**src/rtl/uart_pkg.sv**
```systemverilog
// Shared UART definitions: FSM state encodings and default bit timing.
// Latency: n/a (types and constants only).
// Backpressure: n/a.
//
// Used by both the receive and transmit sides so the state encoding and
// the default baud divisor stay in one place.
package uart_pkg;

    // 12 MHz core clock / 115200 baud, rounded.
    localparam int DEFAULT_CLKS_PER_BIT = 104;

    typedef enum logic [2:0] {
        ST_IDLE      = 3'd0,
        ST_START     = 3'd1,
        ST_DATA      = 3'd2,
        ST_STOP      = 3'd3,
        ST_WAIT_IDLE = 3'd4
    } uart_state_t;

endpackage

```
**src/rtl/uart_rx_if.sv**
```systemverilog
// Receive-side result bundle: received byte plus status pulses.
// Latency: n/a (wires only).
// Backpressure: none; the consumer must take DATA on the VALID cycle.
//
// DATA      last correctly received byte
// VALID     one-cycle pulse, DATA updated this cycle
// FRAME_ERR one-cycle pulse, stop bit sampled low
// BUSY      receiver is somewhere other than IDLE
interface uart_rx_if;
    logic [7:0] DATA;
    logic       VALID;
    logic       FRAME_ERR;
    logic       BUSY;

    modport master (output DATA, output VALID, output FRAME_ERR, output BUSY);
    modport slave  (input  DATA, input  VALID, input  FRAME_ERR, input  BUSY);
endinterface

```
**src/rtl/sync_2ff.sv**
```systemverilog
// Two-flop synchronizer for a single asynchronous input bit.
// Latency: 2 clk cycles from d to q.
// Backpressure: none.
//
// clk   destination clock
// rst_n asynchronous active-low reset; both flops load RESET_VAL
// d     asynchronous input
// q     synchronized output
module sync_2ff #(
    parameter logic RESET_VAL = 1'b1
) (
    input  logic clk,
    input  logic rst_n,
    input  logic d,
    output logic q
);

    logic meta;

    always_ff @(posedge clk or negedge rst_n) begin
        if (!rst_n) begin
            meta <= RESET_VAL;
            q    <= RESET_VAL;
        end else begin
            meta <= d;
            q    <= meta;
        end
    end

endmodule

```
**src/rtl/uart_rx.sv**
```systemverilog
// 8N1 UART receiver with mid-bit sampling and frame-error detection.
// Latency: VALID about 9.5 bit periods + 3 clk after the RX falling edge.
// Backpressure: none; each byte is presented for one cycle on VALID.
//
// CLK   system clock, rising edge
// RST   asynchronous active-low reset
// RX    serial line, idle high, asynchronous to CLK
// out   DATA / VALID / FRAME_ERR / BUSY (see uart_rx_if)
module uart_rx
    import uart_pkg::*;
#(
    parameter int CLKS_PER_BIT = DEFAULT_CLKS_PER_BIT
) (
    input  logic      CLK,
    input  logic      RST,
    input  logic      RX,
    uart_rx_if.master out
);

    // Terminal counts; the counter restarts from 0 at every sample point.
    localparam logic [15:0] HALF_LAST = 16'(CLKS_PER_BIT / 2 - 1);
    localparam logic [15:0] BIT_LAST  = 16'(CLKS_PER_BIT - 1);

    logic        rx_s;
    uart_state_t state;
    logic [15:0] cnt;
    logic [2:0]  bit_idx;
    logic [7:0]  shreg;
    logic [7:0]  data_q;
    logic        valid_q;
    logic        ferr_q;

    // Reset value 1 so a reset never looks like a start bit.
    sync_2ff #(
        .RESET_VAL (1'b1)
    ) u_sync (
        .clk   (CLK),
        .rst_n (RST),
        .d     (RX),
        .q     (rx_s)
    );

    always_ff @(posedge CLK or negedge RST) begin
        if (!RST) begin
            state   <= ST_IDLE;
            cnt     <= '0;
            bit_idx <= '0;
            shreg   <= '0;
            data_q  <= '0;
            valid_q <= 1'b0;
            ferr_q  <= 1'b0;
        end else begin
            valid_q <= 1'b0;
            ferr_q  <= 1'b0;

            case (state)
                ST_IDLE: begin
                    if (!rx_s) begin
                        state <= ST_START;
                        cnt   <= '0;
                    end
                end

                // Wait half a bit and re-check the line: a high sample here
                // means the falling edge was a glitch, so drop it silently.
                ST_START: begin
                    if (cnt == HALF_LAST) begin
                        cnt     <= '0;
                        bit_idx <= '0;
                        state   <= rx_s ? ST_IDLE : ST_DATA;
                    end else begin
                        cnt <= cnt + 16'd1;
                    end
                end

                // Now aligned to mid-bit: one sample per full bit period.
                ST_DATA: begin
                    if (cnt == BIT_LAST) begin
                        cnt            <= '0;
                        shreg[bit_idx] <= rx_s;
                        bit_idx        <= bit_idx + 3'd1;
                        if (bit_idx == 3'd7) begin
                            state <= ST_STOP;
                        end
                    end else begin
                        cnt <= cnt + 16'd1;
                    end
                end

                // Leaving at mid-stop (not end of stop) lets the next start
                // bit be caught even with zero idle time between frames.
                ST_STOP: begin
                    if (cnt == BIT_LAST) begin
                        cnt <= '0;
                        if (rx_s) begin
                            data_q  <= shreg;
                            valid_q <= 1'b1;
                            state   <= ST_IDLE;
                        end else begin
                            ferr_q <= 1'b1;
                            state  <= ST_WAIT_IDLE;
                        end
                    end else begin
                        cnt <= cnt + 16'd1;
                    end
                end

                // Line held low (break); a new frame cannot start until the
                // line has gone idle again.
                ST_WAIT_IDLE: begin
                    if (rx_s) begin
                        state <= ST_IDLE;
                    end
                end

                default: state <= ST_IDLE;
            endcase
        end
    end

    assign out.DATA      = data_q;
    assign out.VALID     = valid_q;
    assign out.FRAME_ERR = ferr_q;
    assign out.BUSY      = (state != ST_IDLE);

endmodule

```
**src/flat_wrapper.sv**
```systemverilog
// flat-port wrapper written by rule: the top's interface ports become plain ports
module uart_rx_flat import uart_pkg::*;
#(
    parameter int CLKS_PER_BIT = DEFAULT_CLKS_PER_BIT
)
  (CLK, RST, RX, out_DATA, out_VALID, out_FRAME_ERR, out_BUSY);
  uart_rx_if out_i ();
  input  logic CLK;
  input  logic RST;
  input  logic RX;
  output wire logic [$bits(out_i.DATA)-1:0] out_DATA;
  output wire logic [$bits(out_i.VALID)-1:0] out_VALID;
  output wire logic [$bits(out_i.FRAME_ERR)-1:0] out_FRAME_ERR;
  output wire logic [$bits(out_i.BUSY)-1:0] out_BUSY;
  assign out_DATA = out_i.DATA;
  assign out_VALID = out_i.VALID;
  assign out_FRAME_ERR = out_i.FRAME_ERR;
  assign out_BUSY = out_i.BUSY;
  uart_rx #(.CLKS_PER_BIT(CLKS_PER_BIT)) u_core (.CLK(CLK), .RST(RST), .RX(RX), .out(out_i));
endmodule
```
**config.mk**
```make
export PLATFORM = sky130hd
export DESIGN_NAME = uart_rx_flat
export DESIGN_NICKNAME = d
export VERILOG_FILES = /design/src/rtl/uart_pkg.sv /design/src/rtl/uart_rx_if.sv /design/src/rtl/sync_2ff.sv /design/src/rtl/uart_rx.sv /design/src/flat_wrapper.sv
export SDC_FILE = /design/constraint.sdc
export NUM_CORES = 1
export LEC_CHECK = 0
export ABC_AREA = 1
export BUFFER_PORTS_ARGS = -buffer_cell sky130_fd_sc_hd__buf_2
export CAP_MARGIN = 25
export CORE_MARGIN = 5
export CORE_UTILIZATION = 40
export DETAILED_ROUTE_END_ITERATION = 8
export RECOVER_POWER = 100
export SLEW_MARGIN = 20
export SYNTH_ARGS = -nofsm -noshare
export SYNTH_HDL_FRONTEND = slang
export SYNTH_SLANG_ARGS = --single-unit
export TNS_END_PERCENT = 50
```
**constraint.sdc**
```tcl
create_clock -name CLK -period 2.3 [get_ports CLK]
set_input_delay 0.115 -clock CLK [delete_from_list [all_inputs] [get_ports CLK]]
set_output_delay 0.115 -clock CLK [all_outputs]
set_load 0.1 [all_outputs]
```
* Word level (Yosys, flattened, before mapping)
Index checks and enable logic that the tools add are counted.
** Word-level totals
- Register bits after elaboration :: 42
- Input port bits :: 3
- Output and inout bits :: 11
- Logic and storage cells :: 62
** Cells by class
- Add/sub/neg operators :: 2
- Order comparisons :: 2
- Equal/unequal tests :: 13
- Muxes and demuxes :: 25
- Reduce and logical (&&, ||, !) cells :: 11
** Operators by type and width (count)
- 16-bit two-way mux :: 3
- 16-bit one-hot mux with 3 select lines :: 1
- 3-bit two-way mux :: 9
- 16-bit by 1-bit adder with 16-bit output (second input constant) :: 1
- 16-bit by 6-bit equality test with 1-bit output (second input constant) :: 1
- 16-bit by 7-bit equality test with 1-bit output (second input constant) :: 1
- 3-bit one-hot mux with 5 select lines :: 1
- 8-bit bitwise mux :: 1
- 2-bit by 1-bit != test with 1-bit output (second input constant) :: 4
- 1-bit two-way mux :: 7
- 3-bit by 2-bit equality test with 1-bit output (second input constant) :: 2
- 3-bit equality test (second input constant) :: 2
- 3-bit one-hot mux with 2 select lines :: 1
- 3-bit AND reduction :: 2
- 6-bit AND reduction :: 1
- 3-bit nonzero test :: 2
- 3-bit by 4-bit less-than comparator with 1-bit output (second input constant) :: 1
- 2-bit != test (second input constant) :: 2
- 2-bit AND reduction :: 2
- 3-bit by 1-bit adder with 3-bit output (second input constant) :: 1
- 1-bit demux with 3-bit select :: 1
- 3-bit by 1-bit equality test with 1-bit output (second input constant) :: 1
- 3-bit by 1-bit >= comparator with 1-bit output (second input constant) :: 1
- 3-bit zero test :: 1
- 4 further kinds :: 4

* Depth between registers and ports, before layout
- Depth after elaboration :: 5
- Depth in mapped cells :: 10
- Gate-level depth less buffers :: 10

* Hierarchy
Synthesis repeated with hierarchy kept, for this count alone.
** Second synthesis, totals
- Cells, all modules :: 270
- Area, all modules :: 2169.6 um2
** By module, submodules not included
- uart_rx :: instances 1, cells each 268, area each 2117.0 um2, seq. area each 1001.0 um2
- sync_2ff :: instances 1, cells each 2, area each 52.6 um2, seq. area each 52.6 um2

* Worst setup path before layout
OpenSTA, ideal clock, no wires.
- Kind :: flip-flop to flip-flop
- From :: register u_core.cnt[0]
- To :: register u_core.cnt[11]
- Library setup time :: 0.122 ns
- Data arrival time :: 1.306 ns
- Required time :: 2.178 ns
- Path slack :: 0.872 ns
- Cell stages (with the launch flop) :: 9
- Path buffers :: 0
- Clock period less this slack :: 1.428 ns
- Cell sequence :: dfrtp_1 > ha_1 > nand3_1 > nor2_2 > nand2_2 > nand2_1 > nand2_2 > nor2_4 > nor2_1
** On the way
- Longest elaborated chain between the ends :: 3
- Elaborated cells between the ends (all ways) :: 6
- Those cells by class :: add/sub: 1; eq/ne: 2; mux: 3
** RTL lines
- start, declared :: line uart_rx.sv:26 : logic [15:0] cnt;
- start signal, assigned :: line uart_rx.sv:72 : cnt <= cnt + 16'd1;
- start signal, assigned :: line uart_rx.sv:86 : cnt <= cnt + 16'd1;
- start signal, assigned :: line uart_rx.sv:104 : cnt <= cnt + 16'd1;
- 16-bit by 1-bit adder with 16-bit output (tied with other cells) :: line uart_rx.sv:72, uart_rx.sv:86, uart_rx.sv:104
- 16-bit two-way mux (on tied branches) :: line uart_rx.sv:78, uart_rx.sv:93, uart_rx.sv:67
- 16-bit one-hot mux with 3 select lines (*) :: line uart_rx.sv:56 : case (state)
Mark *: on every way between the ends. The rest lies on a longest branch, timed or not.
A chain may end at the register's enable or synchronous reset.

* Worst setup path in the final report
- From :: register u_core.state[2]
- To :: output port out_BUSY
** On the way
- Longest elaborated chain between the ends :: 1
** RTL lines
- start, declared :: line uart_rx.sv:25 : uart_state_t state;
- start signal, assigned :: line uart_rx.sv:70 : state <= rx_s ? ST_IDLE : ST_DATA;
- 3-bit nonzero test :: line uart_rx.sv:124 : assign out.BUSY = (state != ST_IDLE);
- end, declared :: line flat_wrapper.sv:14 : output wire logic [$bits(out_i.BUSY)-1:0] out_BUSY;
No other way between the ends.

==> results_dict.tcl <==
set metrics [dict create \
    crit_type "flop to output pin" \
    cts-root-buf "clkbuf_8" \
    hold_path_depth 0 \
    drt-total-wl_um 4310 \
    vias 1738 \
    maxSlewViolCount 0 \
    ff2ff_path_depth 8 \
    power.switching_uw 272.7 \
    grt_pass1_wl_um 7583 \
    worst_clock_skew_ps 6.783 \
    timing.final.crit_share 0.8497 \
    leakage_nw 1.209 \
    numCtsBuffers 5 \
    area_growth_pct 11.27 \
    p_clk_frac 0.427 \
    num_antenna_cells 0 \
    clockBufferDepth 2 \
    grt-ovfl-total 0 \
    antenna_found_initial 0 \
    wl_met2_um 1778 \
    p_per_area_nw_per_um2 552.5 \
    slew_headroom 0.2227 \
    final_antenna_net_count 0 \
    stdcell_area_sq_um 2421 \
    dr.pass1.iters 4 \
    drtIter0Drc 120 \
    grt_start_max_net_pins 43 \
    maxUsedRoutingLayer "met4" \
    place_inst 359 \
    start_util 0.4180 \
    synthTopCellsByArea "dfrtp_1 46%, nand2_1 15%, nor2_1 5.7%, nand3_1 5.3%, o21ai_1 4.1%" \
    die-area_sq_um 7015 \
    worst_slew_pin_slew_ps 1171 \
    yosysMostFrequentCell "nand2_1" \
    synthTopCellsByCount "86 x nand2_1, 40 x dfrtp_1, 33 x nor2_1" \
    cap_violations 0 \
    cts.sinks 42 \
    critPathArrivalTime_ps 1840 \
    cts_max_level 2 \
    synthArstFlopShare 1.000 \
    rows 26 \
    power_frac_seq 0.555 \
    cts_resized 0 \
    worstPathMaxFanout 7 \
    synth_edf_count 0 \
    hold_violations 0 \
    fp.dieW_um 83.76 \
    netlist_instances 277 \
    wl_met3_um 183 \
    seq_area_frac_synth 0.4842 \
    p_comb_frac 0.018 \
    tritoncts "built" \
    ios 14 \
    drive_gt1_frac 0.1100 \
    dpl.hpwl_um 3117 \
    avgSynthCellArea_sq_um 7.855 \
    power_mw 1.338 \
    yosysWarnings 0 \
    core_sq_um 5205 \
    worstHoldPathType "flop to flop" \
    yosysUniqueCellTypes 27 \
    place.gp.congestion 0.8446 \
    peakVddDrop_mv 0.2494 \
    synth_top_cell_by_area "dfrtp_1" \
    cp-start-kind "flop" \
    cts_setup_buffers 0 \
    syn_nets 283 \
    worstPathRequired_ps 2180 \
    drt-wirelength-per-cell_um 11.65 \
    port_buffers 13 \
    worstSkewPairLatency_ps 290 \
    internal_power_mw 1.065 \
    synth_flop_cell "dfrtp_1" \
    finalSetupViolations 0 \
    placed_area_sq_um 2317 \
    drc 0 \
    stdcell_count 370 \
    fin_nets 305 \
    holdBufCountCts 2 \
    wl_met1_um 2322 \
    via_per_inst 4.697 \
    clkTransAtPathRegs_ps 80 \
    setup_tns_ps 0 \
    dieHeight_um 83.76 \
    grt_usage 0.1304 \
    ys_ff_latch 42 \
    final_util 0.4651 \
    grt_pass1_vias 1632 \
    p_sw_frac 0.2039 \
    rsz0062_at_grt "false" \
    outcome "finished clean" \
    min_period_ps 1954 \
    reg2reg_slack_ps 510 \
    fmax_mhz 511.7 \
    synth_top_area_share 0.4600 \
    worst_setup_path_end_kind "output pin" \
    syn-cell-area_sq_um 2176 \
]
[metrics by stage]
step | setup slack, ps | hold slack, ps
global placement | 695.6 | 219.4
global route | 264.6 | 368.0
CTS | 651.9 | 359.4
finish | 345.7 | 363.4
detailed placement | 663.5 | 222.3
floorplan | 871.7 | -180.6
[cells in the final DEF (no fill, tap or decap), types with 3 or more instances in the layout]
master	count
inv_2	9
nand2_1	89
ha_1	3
nor2_2	5
clkbuf_1	12
o21ai_0	13
nand3_1	23
nor2_1	36
nor3_1	3
nand4_1	5
dfrtp_1	40
clkbuf_8	5
xor2_1	7
a21oi_1	3
clkinv_2	3
o21ai_1	8
inv_1	17
[critical path, cell delays in order (launching register included)]
cell and delay (ps):
dfrtp_1 550, inv_2 70, nand2_1 70, clkbuf_1 860
[flip-flops by register name, indices dropped and copies added (netlist names)]
name,flops
u_core.out.DATA,8
u_core.bit_idx,3
u_core.out.FRAME_ERR,1
u_core.shreg,8
u_core.state,3
u_core.cnt,16
u_core.u_sync.q,1
u_core.u_sync.meta,1
u_core.out.VALID,1
[logic make-up (layout without fill, tap and decap cells)]
family	Yosys count	count (layout)	share of synthesized area
AO/OA/AOI/OAI	27	27	0.06958
XOR/XNOR	9	9	0.03623
adder cells (fa/ha/maj)	3	3	0.01725
buffers and inverters	30	53	0.05807
flip-flops	42	42	0.4842
AND/OR/NAND/NOR	166	166	0.3347
[routing by layer]
metal  vias up  track usage
li1        923            -
met1       786       0.1888
met2        27       0.1866
met3         2      0.04047
met4         0      0.03801
met5         -            0
[final timing paths]
check	start	end
min in group asynchronous	RST	u_core.cnt[15]
max reg2reg	u_core.cnt[0]	u_core.cnt[6]
max	u_core.state[2]	out_BUSY
min reg2reg	u_core.u_sync.meta	u_core.u_sync.q
min	u_core.u_sync.meta	u_core.u_sync.q
max in group asynchronous	RST	u_core.bit_idx[0]
[power groups by stage]
| stage | logic (mW) | registers, mW | clock network [mW] |
|---|---|---|---|
| floorplan | 0.00388 | 0.758 | 0 |
| global placement | 0.0218 | 0.758 | 0 |
| finish | 0.0234 | 0.743 | 0.571 |
| CTS | 0.0245 | 0.743 | 0.585 |
| global route | 0.0284 | 0.743 | 0.621 |
| detailed placement | 0.0219 | 0.758 | 0 |
[layout make-up]
class	count	area (sq um)
clock buffers	5	68.82
multi-input cells	205	980.9
flip-flops and latches	42	1054
inverters	29	115.1
well taps	70	87.58
repair buffers	16	75.07
fillers	527	2784
clock inverters	3	40.04
No activity file was read; power rests on OpenSTA's default activity.
